### src/rtl/traffic_light_ctrl.sv
// traffic_light_ctrl
// Sequences the colour select for the traffic-light decoder.
// The colour order is GREEN -> YELLOW -> RED. Each colour lasts a whole
// number of seconds. A pedestrian request shortens green. When the block
// is disabled, it parks on WHITE.
//
// Ports:
//   clk_i      system clock
//   rst_i      synchronous active-high reset
//   en_i       run enable; low returns to IDLE on the next edge
//   ped_req_i  pedestrian request (level or pulse)
//   sel_o      colour code: 00 WHITE, 01 RED, 10 GREEN, 11 YELLOW
//   remain_o   seconds left in the current colour (0 in IDLE)
//   ped_ack_o  one-cycle pulse on the first RED cycle that serves a request
//
// state  | meaning
// IDLE   | disabled, light parked on WHITE, nothing counting
// GREEN  | green phase; may be shortened once by a pedestrian request
// YELLOW | yellow phase; requests are still latched
// RED    | red phase; crossing open, requests ignored
module traffic_light_ctrl #(
    parameter int TICK_DIV    = 50_000_000,
    parameter int GREEN_SEC   = 8,
    parameter int YELLOW_SEC  = 2,
    parameter int RED_SEC     = 6,
    parameter int PED_MIN_SEC = 2
) (
    input  logic       clk_i,
    input  logic       rst_i,
    input  logic       en_i,
    input  logic       ped_req_i,
    output logic [1:0] sel_o,
    output logic [3:0] remain_o,
    output logic       ped_ack_o
);

    localparam int PW = (TICK_DIV > 2) ? $clog2(TICK_DIV) : 1;
    localparam logic [PW-1:0] PRESC_MAX = PW'(TICK_DIV - 1);
    localparam logic [3:0] GREEN_L   = 4'(GREEN_SEC);
    localparam logic [3:0] YELLOW_L  = 4'(YELLOW_SEC);
    localparam logic [3:0] RED_L     = 4'(RED_SEC);
    localparam logic [3:0] PED_MIN_L = 4'(PED_MIN_SEC);

    // The encoding equals the decoder colour code, so sel_o is the state register.
    typedef enum logic [1:0] {
        IDLE   = 2'b00,
        RED    = 2'b01,
        GREEN  = 2'b10,
        YELLOW = 2'b11
    } state_t;

    state_t        state_q, state_d;
    logic [3:0]    remain_q, remain_d;
    logic [PW-1:0] presc_q, presc_d;
    logic          pend_q, pend_d;
    logic          ack_q, ack_d;
    logic          tick;
    logic          req_live;

    assign tick     = (presc_q == PRESC_MAX);
    assign req_live = ped_req_i && (state_q == GREEN || state_q == YELLOW);

    always_ff @(posedge clk_i) begin
        if (rst_i) begin
            state_q  <= IDLE;
            remain_q <= 4'd0;
            presc_q  <= '0;
            pend_q   <= 1'b0;
            ack_q    <= 1'b0;
        end else begin
            state_q  <= state_d;
            remain_q <= remain_d;
            presc_q  <= presc_d;
            pend_q   <= pend_d;
            ack_q    <= ack_d;
        end
    end

    always_comb begin
        state_d  = state_q;
        remain_d = remain_q;
        presc_d  = presc_q;
        pend_d   = pend_q;
        ack_d    = 1'b0;

        if (state_q == IDLE) begin
            presc_d  = '0;
            pend_d   = 1'b0;
            remain_d = 4'd0;
            if (en_i) begin
                state_d  = GREEN;
                remain_d = GREEN_L;
            end
        end else if (!en_i) begin
            state_d  = IDLE;
            remain_d = 4'd0;
            presc_d  = '0;
            pend_d   = 1'b0;
        end else begin
            presc_d = tick ? '0 : presc_q + 1'b1;
            if (req_live)
                pend_d = 1'b1;

            // Shortening wins over a coincident tick. Once remain sits at
            // PED_MIN_SEC, a held request cannot shorten green a second time.
            if (state_q == GREEN && (pend_q || ped_req_i) && remain_q > PED_MIN_L) begin
                remain_d = PED_MIN_L;
                presc_d  = '0;
            end else if (tick) begin
                if (remain_q > 4'd1) begin
                    remain_d = remain_q - 4'd1;
                end else begin
                    unique case (state_q)
                        GREEN: begin
                            state_d  = YELLOW;
                            remain_d = YELLOW_L;
                        end
                        YELLOW: begin
                            state_d  = RED;
                            remain_d = RED_L;
                            // A request seen on the last yellow cycle is served
                            // here too, so that it is not left pending during RED.
                            if (pend_q || req_live) begin
                                ack_d  = 1'b1;
                                pend_d = 1'b0;
                            end
                        end
                        default: begin
                            state_d  = GREEN;
                            remain_d = GREEN_L;
                        end
                    endcase
                end
            end
        end
    end

    assign sel_o     = state_q;
    assign remain_o  = remain_q;
    assign ped_ack_o = ack_q;

endmodule

### config.mk
export PLATFORM = sky130hd
export DESIGN_NAME = traffic_light_ctrl
export DESIGN_NICKNAME = d
export VERILOG_FILES = /design/src/rtl/traffic_light_ctrl.sv
export SDC_FILE = /design/constraint.sdc
export NUM_CORES = 1
export LEC_CHECK = 0
export BUFFER_PORTS_ARGS = -buffer_cell sky130_fd_sc_hd__buf_2
export CORE_MARGIN = 3
export CORE_UTILIZATION = 40
export CTS_BUF_LIST = sky130_fd_sc_hd__clkbuf_4 sky130_fd_sc_hd__clkbuf_8
export CTS_CLUSTER_SIZE = 28
export DETAILED_ROUTE_END_ITERATION = 10
export SLEW_MARGIN = 0
export SYNTH_ARGS = -nofsm -noshare
export SYNTH_HDL_FRONTEND = slang
export SYNTH_SLANG_ARGS = --single-unit
### constraint.sdc
create_clock -name clk_i -period 2.15 [get_ports clk_i]
set_input_delay 0.645 -clock clk_i [delete_from_list [all_inputs] [get_ports clk_i]]
set_output_delay 0.645 -clock clk_i [all_outputs]
set_load 0.02 [all_outputs]
==> impl_metrics.toml <==
[worst_hold_path]
hold_class = "flip-flop to flip-flop"

[timing]
max-slew-margin-rel = 0.682
clock_skew_ns = 0.00636
fin_tns_setup_ns = 0
grt_setup_unrepaired = "no"
worst-slew-pin-transition_ns = 0.474
peak_clock_frequency_supported_by_timing_mhz = 545
fin_crit_sh = 0.853
hold_viol_final = 0
timing.final.max_slew_violations = 0
final_period_minus_worst_setup_slack_ns = 1.83
setup-violations-final = 0

[synth]
synth.area.mux_share = 0.0180
synth_seq_area_share = 0.407
synth_seq_cells = 34
synth-async-reset-ratio = 0
ys_types = 36
synth_top_flop_cell = "dfxtp_1"
post_synth_fa_ha_maj_area_fraction = 0.0300
postSynthCellCount = 187
largest_family_of_logic_cells_by_synthesized_area = "simple AND/OR/NAND/NOR gates"
synth_area_leaders = "dfxtp_1 (41%), xor2_1 (9.4%), nor2_1 (7.4%)"
post-synth-top-count-cell = "dfxtp_1"
synth_simple_gate_area_share = 0.306
synth_top_cell_area_share = 0.407
netlist_top_cells_count = "dfxtp_1 (34), nor2_1 (33), xor2_1 (18), nand2_1 (14), nand3_1 (11)"
ys.warnings.count = 0
fraction_of_the_mapped_netlist_area_in_compound_gates = 0.0637
synth_area_um2 = 1670
synth_edf_count = 0
postSynthAreaPerCell_um2 = 8.93
post-synth-top-area-cell = "dfxtp_1"
synthesis.nets = 195
synthXorXnorAreaFrac = 0.136

[die]
dieArea_um2 = 4990
num_rows = 22
effective_utilization_at_floorplan = 0.433
io_pins = 11
width_of_the_die_um = 70.6
core_region_area_um2 = 3850
die_height_um = 70.6

[pwr]
static-leakage-power_uw = 0.000701
p_total_uw = 1170
share_clk_of_total_power = 0.420
total_switching_power_uw = 251
vdd_ir_drop_max_mv = 0.285
p_int_uw = 921
comb_power_share = 0.035
power-per-cell-area_nw_per_um2 = 625
sw_frac_of_total = 0.214
seq_power_share = 0.544

[layout]
post-route-util = 0.487
post_route_cells_drive_above_1_share = 0.137
num_antenna_cells = 0
final_non_filler_cells = 252
areaGrowthSynthToFinish_pct = 12.3
final_net_count = 211

[clock_tree]
post_cts_buffers = 0
post_cts_resized = 0
numClockSinks = 34
cts_made_buffers = 5
h-tree-depth = 2
clkLatencyLatePin_ns = 0.28
cts.path.max_buffers = 2
clock_tree.root_cell = "clkbuf_8"
cts.clk_slew.worst_paths_ns = 0.07
cts_hold_repair.buffers = 0
cts_tree = "yes"

[critical_path]
r2r_end = "presc_q[2]"
reg2reg_depth = 8
setup.worst_path.start_class = "flip-flop"
worst-r2r-setup-slack_ns = 0.32
timing_worst_setup_path_type = "flip-flop to flip-flop"
critPathCapture = "presc_q[2]"
timing.critical_path.fanout_max = 25
crit_start = "remain_o[0]"
critPathCaptureType = "flip-flop"
rr_startpoint = "remain_o[0]"
critPathRequiredTime_ns = 2.32
crit_arrival_ns = 2.01

[grt]
global_route_wire_length_before_repair_um = 5690
gr-usage-all-layers = 0.139
antenna_found_initial = 0
grt_start_max_net_pins = 26
vias_in_the_first_global_route = 1269
gr-total-overflow = 0

[detailed_routing]
number_of_drc_violations_after_detailed_routing = 0
length_of_the_first_detailed_routing_pass_in_iterations = 4
vias = 1295
wirelength_um = 3070
ant_nets = 0
detailedRoute.firstIterationViolations = 49
vias_per_cell = 5.14
wl_per_cell_um = 12.2

[placed_design]
finalWeightedCongestion = 0.803
dp.final_hpwl_um = 2230
placed_cells = 244
total_of_buffers_placed_on_input_and_output_ports = 10

[run_status]
run_status = "finished, final reports clean"

[run]
max-cap-violations = 0
## placed cells by master (no fill, tap or decap), types with 5 or more instances in the layout
master,instances
xnor2_1,8
buf_2,10
nand3_1,11
clkbuf_8,6
a21oi_1,5
nand2_1,14
dfxtp_1,34
nor2_1,33
xor2_1,18
inv_1,10
nand4_1,7
## state kept, by name, summed over array words and instances, names as in the netlist
register	flops
remain_o	4
sel_o	2
presc_q	26
ped_ack_o	1
pend_q	1
## cell families after synthesis
logic type / after synthesis
DFF: 34
and+or+nand+nor: 91
adders and majority gates: 4
xor gates and xnor gates: 26
AOI/OAI and AO/OA: 16
buffers and inverters: 13
muxes: 3
## layout make-up
| type | instances | area, µm² |
|---|---|---|
| Clock buffer | 7 | 90.1 |
| Timing Repair Buffer | 12 | 77.6 |
| Tap cell | 48 | 60.1 |
| Inverter | 10 | 37.5 |
| Fill cell | 391 | 1980 |
| Sequential cell | 34 | 681 |
| Clock inverter | 1 | 5.00 |
| Multi-Input combinational cell | 140 | 925 |
## stage by stage
step	hold WS, ns	area, µm²	setup WS (ns)
after global routing	0.497	1880	0.122
final	0.462	1880	0.315
after floorplan	0.430	1670	0.177
after global placement	0.443	1780	0.155
after CTS	0.466	1880	0.272
after detailed placement	0.450	1780	0.105
## power groups by stage
stage                     clock network, µW  logic [µW]  registers, µW
after global routing                    543        45.6            637
after detailed placement                  0        41.7            652
after CTS                               512        41.8            637
after global placement                    0        41.5            651
after floorplan                           0        27.0            654
final                                   492        41.6            637
## worst max-delay path: stages (launching register included)
cell      delay [ns]
dfxtp_1         0.34
inv_1           0.06
ha_1            0.19
nand2b_1        0.15
a211oi_2        0.35
or3_1           0.23
nand2b_1        0.17
buf_12          0.17
nor2_1          0.06
## routing by layer
layer,GRT usage,part of all wire,up-vias
li1,-,-,666
met1,0.178,0.50,607
met2,0.219,0.45,15
met3,0.0412,0.035,7
met4,0.0564,0.017,0
met5,0,0,-
## worst min path at each step
stage               startpoint          to  slack (ns)  depth (start not counted)
global placement    presc_q[0]  presc_q[0]        0.44                          1
CTS                 presc_q[0]  presc_q[0]        0.47                          1
global route        presc_q[0]  presc_q[0]        0.50                          1
detailed placement  presc_q[0]  presc_q[0]        0.45                          1
finish              presc_q[0]  presc_q[0]        0.46                          1
floorplan           presc_q[0]  presc_q[0]        0.43                          1
No activity file was read; power rests on OpenSTA's default activity.
